### src/rtl/btn_debounce_if.sv
// Signal bundle between a push-button pin and its debouncer.
// The master side owns the raw button; the slave side produces the conditioned outputs.
interface btn_debounce_if;
  logic       btn_in;
  logic       btn_level;
  logic       press_pulse;
  logic       release_pulse;
  logic       long_pulse;
  logic       hold_active;
  logic [7:0] press_count;

  modport master (
    output btn_in,
    input  btn_level, press_pulse, release_pulse, long_pulse, hold_active, press_count
  );

  modport slave (
    input  btn_in,
    output btn_level, press_pulse, release_pulse, long_pulse, hold_active, press_count
  );
endinterface

### src/rtl/btn_debounce.sv
// Push-button conditioner: 2-FF synchroniser, debounce FSM, press/release/long-press
// strobes, hold indicator and a wrapping press counter. All outputs are registered.
module btn_debounce #(
  parameter int CLK_HZ      = 50_000_000,
  parameter int DEBOUNCE_MS = 20,
  parameter int LONG_MS     = 1000
) (
  input  logic           clk,
  input  logic           rst,
  btn_debounce_if.slave  bus
);

  localparam int DB_CYCLES   = CLK_HZ / 1000 * DEBOUNCE_MS;
  localparam int LONG_CYCLES = CLK_HZ / 1000 * LONG_MS;
  localparam int DB_W        = $clog2(DB_CYCLES + 1);
  localparam int LONG_W      = $clog2(LONG_CYCLES + 1);

  localparam logic [DB_W-1:0]   DB_LAST  = DB_W'(DB_CYCLES - 1);
  localparam logic [LONG_W-1:0] LONG_MAX = LONG_W'(LONG_CYCLES);
  // long_pulse is raised on the edge where hold_cnt steps onto LONG_CYCLES-1.
  localparam logic [LONG_W-1:0] LONG_PRE = LONG_W'(LONG_CYCLES - 2);

  if (DB_CYCLES < 1 || LONG_CYCLES <= DB_CYCLES) begin : g_bad_params
    $error("btn_debounce: need DB_CYCLES >= 1 and LONG_CYCLES > DB_CYCLES");
  end

  typedef enum logic [1:0] {
    IDLE,
    PRESS_WAIT,
    PRESSED,
    RELEASE_WAIT
  } state_e;

  state_e              state_q,         state_d;
  logic [1:0]          sync_q,          sync_d;
  logic [DB_W-1:0]     db_cnt_q,        db_cnt_d;
  logic [LONG_W-1:0]   hold_cnt_q,      hold_cnt_d;
  logic                level_q,         level_d;
  logic                press_pulse_q,   press_pulse_d;
  logic                release_pulse_q, release_pulse_d;
  logic                long_pulse_q,    long_pulse_d;
  logic                hold_active_q,   hold_active_d;
  logic [7:0]          press_count_q,   press_count_d;

  logic btn_s;
  assign btn_s = sync_q[1];

  always_comb begin
    // NOTE: every signal gets a default before the case so no path leaves it unassigned (no latch).
    state_d         = state_q;
    sync_d          = {sync_q[0], bus.btn_in};
    db_cnt_d        = db_cnt_q;
    hold_cnt_d      = hold_cnt_q;
    level_d         = level_q;
    press_pulse_d   = 1'b0;
    release_pulse_d = 1'b0;
    long_pulse_d    = 1'b0;
    hold_active_d   = hold_active_q;
    press_count_d   = press_count_q;

    unique case (state_q)
      IDLE: begin
        if (btn_s) begin
          state_d  = PRESS_WAIT;
          db_cnt_d = '0;
        end
      end

      PRESS_WAIT: begin
        if (!btn_s) begin
          state_d  = IDLE;
          db_cnt_d = '0;
        end else if (db_cnt_q == DB_LAST) begin
          state_d       = PRESSED;
          db_cnt_d      = '0;
          level_d       = 1'b1;
          press_pulse_d = 1'b1;
          press_count_d = press_count_q + 8'd1;
          hold_cnt_d    = '0;
        end else begin
          db_cnt_d = db_cnt_q + 1'b1;
        end
      end

      PRESSED: begin
        if (hold_cnt_q != LONG_MAX) hold_cnt_d = hold_cnt_q + 1'b1;
        if (hold_cnt_q == LONG_PRE) begin
          long_pulse_d  = 1'b1;
          hold_active_d = 1'b1;
        end
        if (!btn_s) begin
          state_d  = RELEASE_WAIT;
          db_cnt_d = '0;
        end
      end

      RELEASE_WAIT: begin
        // hold_cnt stays frozen here so a release bounce only delays long_pulse.
        if (btn_s) begin
          state_d  = PRESSED;
          db_cnt_d = '0;
        end else if (db_cnt_q == DB_LAST) begin
          state_d         = IDLE;
          db_cnt_d        = '0;
          level_d         = 1'b0;
          release_pulse_d = 1'b1;
          hold_active_d   = 1'b0;
        end else begin
          db_cnt_d = db_cnt_q + 1'b1;
        end
      end

      default: begin
        state_d  = IDLE;
        db_cnt_d = '0;
      end
    endcase
  end

  always_ff @(posedge clk) begin
    // NOTE: state is updated with non-blocking assignments; reset is synchronous, tested inside the clocked block.
    if (rst) begin
      state_q         <= IDLE;
      sync_q          <= '0;
      db_cnt_q        <= '0;
      hold_cnt_q      <= '0;
      level_q         <= 1'b0;
      press_pulse_q   <= 1'b0;
      release_pulse_q <= 1'b0;
      long_pulse_q    <= 1'b0;
      hold_active_q   <= 1'b0;
      press_count_q   <= '0;
    end else begin
      state_q         <= state_d;
      sync_q          <= sync_d;
      db_cnt_q        <= db_cnt_d;
      hold_cnt_q      <= hold_cnt_d;
      level_q         <= level_d;
      press_pulse_q   <= press_pulse_d;
      release_pulse_q <= release_pulse_d;
      long_pulse_q    <= long_pulse_d;
      hold_active_q   <= hold_active_d;
      press_count_q   <= press_count_d;
    end
  end

  assign bus.btn_level     = level_q;
  assign bus.press_pulse   = press_pulse_q;
  assign bus.release_pulse = release_pulse_q;
  assign bus.long_pulse    = long_pulse_q;
  assign bus.hold_active   = hold_active_q;
  assign bus.press_count   = press_count_q;

endmodule
### src/flat_wrapper.sv
// flat-port wrapper written by rule: the top's interface ports become plain ports
module btn_debounce_flat 
#(
  parameter int CLK_HZ      = 50_000_000,
  parameter int DEBOUNCE_MS = 20,
  parameter int LONG_MS     = 1000
)
  (clk, rst, bus_btn_in, bus_btn_level, bus_press_pulse, bus_release_pulse, bus_long_pulse, bus_hold_active, bus_press_count);
  btn_debounce_if bus_i ();
  input  logic clk;
  input  logic rst;
  input wire logic [$bits(bus_i.btn_in)-1:0] bus_btn_in;
  output wire logic [$bits(bus_i.btn_level)-1:0] bus_btn_level;
  output wire logic [$bits(bus_i.press_pulse)-1:0] bus_press_pulse;
  output wire logic [$bits(bus_i.release_pulse)-1:0] bus_release_pulse;
  output wire logic [$bits(bus_i.long_pulse)-1:0] bus_long_pulse;
  output wire logic [$bits(bus_i.hold_active)-1:0] bus_hold_active;
  output wire logic [$bits(bus_i.press_count)-1:0] bus_press_count;
  assign bus_i.btn_in = bus_btn_in;
  assign bus_btn_level = bus_i.btn_level;
  assign bus_press_pulse = bus_i.press_pulse;
  assign bus_release_pulse = bus_i.release_pulse;
  assign bus_long_pulse = bus_i.long_pulse;
  assign bus_hold_active = bus_i.hold_active;
  assign bus_press_count = bus_i.press_count;
  btn_debounce #(.CLK_HZ(CLK_HZ), .DEBOUNCE_MS(DEBOUNCE_MS), .LONG_MS(LONG_MS)) u_core (.clk(clk), .rst(rst), .bus(bus_i));
endmodule
### config.mk
export PLATFORM = sky130hd
export DESIGN_NAME = btn_debounce_flat
export DESIGN_NICKNAME = d
export VERILOG_FILES = /design/src/rtl/btn_debounce_if.sv /design/src/rtl/btn_debounce.sv /design/src/flat_wrapper.sv
export SDC_FILE = /design/constraint.sdc
export NUM_CORES = 1
export LEC_CHECK = 0
export BUFFER_PORTS_ARGS = -buffer_cell sky130_fd_sc_hd__buf_2
export CAP_MARGIN = 20
export CORE_ASPECT_RATIO = 2
export CORE_MARGIN = 3
export CORE_UTILIZATION = 25
export CTS_BUF_LIST = sky130_fd_sc_hd__clkbuf_8
export DETAILED_ROUTE_END_ITERATION = 8
export SETUP_SLACK_MARGIN = 0.02
export SLEW_MARGIN = 20
export SYNTH_ARGS = -nofsm -noshare
export SYNTH_HDL_FRONTEND = slang
export SYNTH_SLANG_ARGS = --single-unit
### constraint.sdc
create_clock -name clk -period 3.2 [get_ports clk]
set_input_delay 0.64 -clock clk [delete_from_list [all_inputs] [get_ports clk]]
set_output_delay 0.64 -clock clk [all_outputs]
set_load 0.02 [all_outputs]
==> impl_metrics.env <==
export IMPL_outcome="finished, final reports clean"
export IMPL_worstSetupStartpointType="register"
export IMPL_areaGrowthSynthToFinish_pct=12.1
export IMPL_place_gp_congestion=0.828
export IMPL_core_area_sq_um=12300
export IMPL_tightest_slew_ns=0.806
export IMPL_rsz0062_at_grt="false"
export IMPL_critical_path_arrival_ns=2.74
export IMPL_post_route_period_util_pct=79.1
export IMPL_synth_edf_count=0
export IMPL_io_pins=16
export IMPL_critPathBufInv=1
export IMPL_finClkSkew_ns=0.00615
export IMPL_worstPathRequired_ns=3.41
export IMPL_slowest_stage="nand2_1"
export IMPL_vias=2762
export IMPL_drtIter0Drc=194
export IMPL_total_power_uw=1520
export IMPL_regArea_sq_um=1260
export IMPL_cp_end_kind="register"
export IMPL_pwr_share_clk_pct=46.1
export IMPL_synth_area_leaders="dfxtp_1 40%, nor2_1 7.0%, xnor2_1 4.7%"
export IMPL_firstDrtPassIters=4
export IMPL_ys_warn_count=0
export IMPL_hold_buffers=0
export IMPL_cts_htree_levels=3
export IMPL_relSlewSlack_pct=46.1
export IMPL_drive_gt1_share_pct=11.5
export IMPL_syn_inst=383
export IMPL_max_stage_delay_ns=0.62
export IMPL_p_int_uw=1170
export IMPL_switchingPower_uw=354
export IMPL_final_antenna_net_count=0
export IMPL_synth_area_leader_cell="dfxtp_1"
export IMPL_grt_pass1_vias=2702
export IMPL_postCtsSetupBuffers=0
export IMPL_multi_input_area_sq_um=1750
export IMPL_cts_resized=0
export IMPL_synth_cell_types=50
export IMPL_synth_top_cells_by_count="63 x dfxtp_1, 59 x nor2_1, 35 x nand2_1, 26 x a21oi_1, 26 x o21ai_0"
export IMPL_grt_pass1_wl_mm=12.6
export IMPL_reg2reg_depth=7
export IMPL_worstHoldPathCells=1
export IMPL_clk_pin_slew_worst_paths_ns=0.07
export IMPL_setup_viol=0
export IMPL_die_area_sq_um=14100
export IMPL_hpwl_mm=5.49
export IMPL_synthArstFlopShare_pct=0
export IMPL_yosysTopAreaCellShare_pct=40.1
export IMPL_crit_cells=7
export IMPL_grt_overflow_total=0
export IMPL_port_buffers=15
export IMPL_swShare_pct=23.2
export IMPL_vias_per_cell=5.05
export IMPL_synth_seq_cells=63
export IMPL_slew_violations=0
export IMPL_comb_power_share_pct=2.1
export IMPL_cpLargestDelayFamily="simple AND/OR/NAND/NOR gates"
export IMPL_maxCapViolCount=0
export IMPL_antenna_found_initial=0
export IMPL_die_width_um=85.3
export IMPL_fmax_ghz=0.395
export IMPL_cellLeakagePower_uw=0.00117
export IMPL_initial_core_util_pct=25.7
export IMPL_finalCriticalPeriod_ns=2.53
export IMPL_yosysMostFrequentCell="dfxtp_1"
export IMPL_synth_seq_area_share_pct=40.1
export IMPL_power_density_nw_per_um2=432
export IMPL_finalSetupTns_ns=0
export IMPL_syn_avg_cell_area_sq_um=8.22
export IMPL_syn_cell_area_sq_um=3150
export IMPL_numCtsBuffers=9
export IMPL_syn_nets=391
export IMPL_cts_tree="yes"
export IMPL_cts_root_buf="clkbuf_8"
export IMPL_place_ws_ns=0.641
export IMPL_die_h_um=165
export IMPL_crit_type="reg2reg"
export IMPL_crit_fanout=24
export IMPL_path_cells="ha_1 -> nand3_2 -> nor4_4 -> nand4_2 -> buf_4 -> nand2_1 -> nor2_1"
export IMPL_grt_max_degree=31
export IMPL_synth_main_ff_cell="dfxtp_1"
export IMPL_seqPwrFrac_pct=51.8
export IMPL_wl_per_cell_um=13.9
export IMPL_clk_latency_ns=0.36
export IMPL_ir_worst_vdd_v=0.000312
export IMPL_min_path_type="reg2reg"
export IMPL_fillers=1310
export IMPL_wl_mm=7.61
export IMPL_clkSinkCount=63
export IMPL_rows=57
export IMPL_cts_buffer_depth=2
export IMPL_setup_slack_ns=0.668
export IMPL_grt_usage_pct=11.4
export IMPL_hold_viol=0
export IMPL_drc=0
export IMPL_fin_nets=403
export IMPL_holdWs_ns=0.447
export IMPL_antenna_cells=0
==> power groups by stage <==
stage	Clock [uW]	Combinational (uW)	Sequential, uW
6_report	703	31.7	791
3_5_place_dp	0	32.9	809
5_1_grt	754	35.1	791
3_3_place_gp	0	32.5	808
4_1_cts	723	32.7	790
2_1_floorplan	0	20.5	811
==> stage by stage <==
| stage | utilization [%] | instances | area (sq um) |
|---|---|---|---|
| after global routing | 28.8 | 547 | 3530 |
| after global placement | 27.1 | 531 | 3330 |
| after detailed placement | 27.1 | 531 | 3330 |
| after CTS | 28.8 | 547 | 3530 |
| after floorplan | - | 383 | 3150 |
| final | 28.8 | 547 | 3530 |
==> metal layers <==
metal	track usage (%)	wire length, um	vias up
li1	-	-	1387
met1	10.6	2860	1293
met2	21.4	4220	59
met3	2.45	239	23
met4	8.21	301	0
met5	0	0	-
==> sequential cells by signal (all words and copies together), names as in the netlist, 2 cells and up, named ones only <==
register / count
u_core.hold_cnt_q: 26
u_core.sync_q: 2
u_core.db_cnt_q: 20
u_core.bus.press_count: 8
==> logic make-up (layout without fill, tap and decap cells) <==
family / after synthesis / count (layout) / share of synthesized area, %
XOR/XNOR: 31 / 31 / 8.62
adder cells (fa/ha/maj): 5 / 5 / 1.99
buffers and inverters: 28 / 45 / 4.37
AND/OR/NAND/NOR: 174 / 174 / 28.9
AO/OA/AOI/OAI: 82 / 82 / 16.1
flip-flops: 63 / 63 / 40.1
==> layout by cell type (no fill, tap or decap), types with 3 or more instances in the layout <==
master,netlist,final
dfxtp_1,63,63
nor2_1,59,59
nand2_1,35,35
o21ai_0,26,26
a21oi_1,26,26
nand3_1,19,19
xnor2_1,17,17
buf_2,2,15
xor2_1,14,14
inv_1,12,13
nand4_1,13,13
clkbuf_8,0,10
or3_1,7,7
nor3_1,6,6
a211oi_1,6,6
and3_1,6,6
and4_1,5,5
ha_1,5,5
nor4_1,4,4
a31oi_1,4,4
o2111ai_1,4,4
a21o_1,3,3
nor2b_1,3,3
o211ai_1,3,3
clkinvlp_4,0,3
==> area by class of cell <==
cell class	count	share of cell area [%]
well taps	147	5.21
clock buffers	10	3.90
inverters	12	1.28
flip-flops and latches	63	35.7
repair buffers	17	2.55
clock inverters	6	1.74
multi-input cells	292	49.6
==> worst paths after layout <==
| path | slack, ns | from | end |
|---|---|---|---|
| worst max-delay path | 0.67 | u_core.db_cnt_q[0] | u_core.hold_cnt_q[22] |
| worst min-delay path | 0.45 | u_core.sync_q[0] | u_core.sync_q[1] |
| worst max register to register | 0.67 | u_core.db_cnt_q[0] | u_core.hold_cnt_q[22] |
| worst min register to register | 0.45 | u_core.sync_q[0] | u_core.sync_q[1] |
==> worst register-to-register path, delay by kind of cell (launching register included) <==
family	cells	cell delay, ns
flops	1	0.39
simple gates	5	1.53
fa+ha+maj	1	0.23
buf+inv	1	0.23
Power figures use the tool's default switching activity.
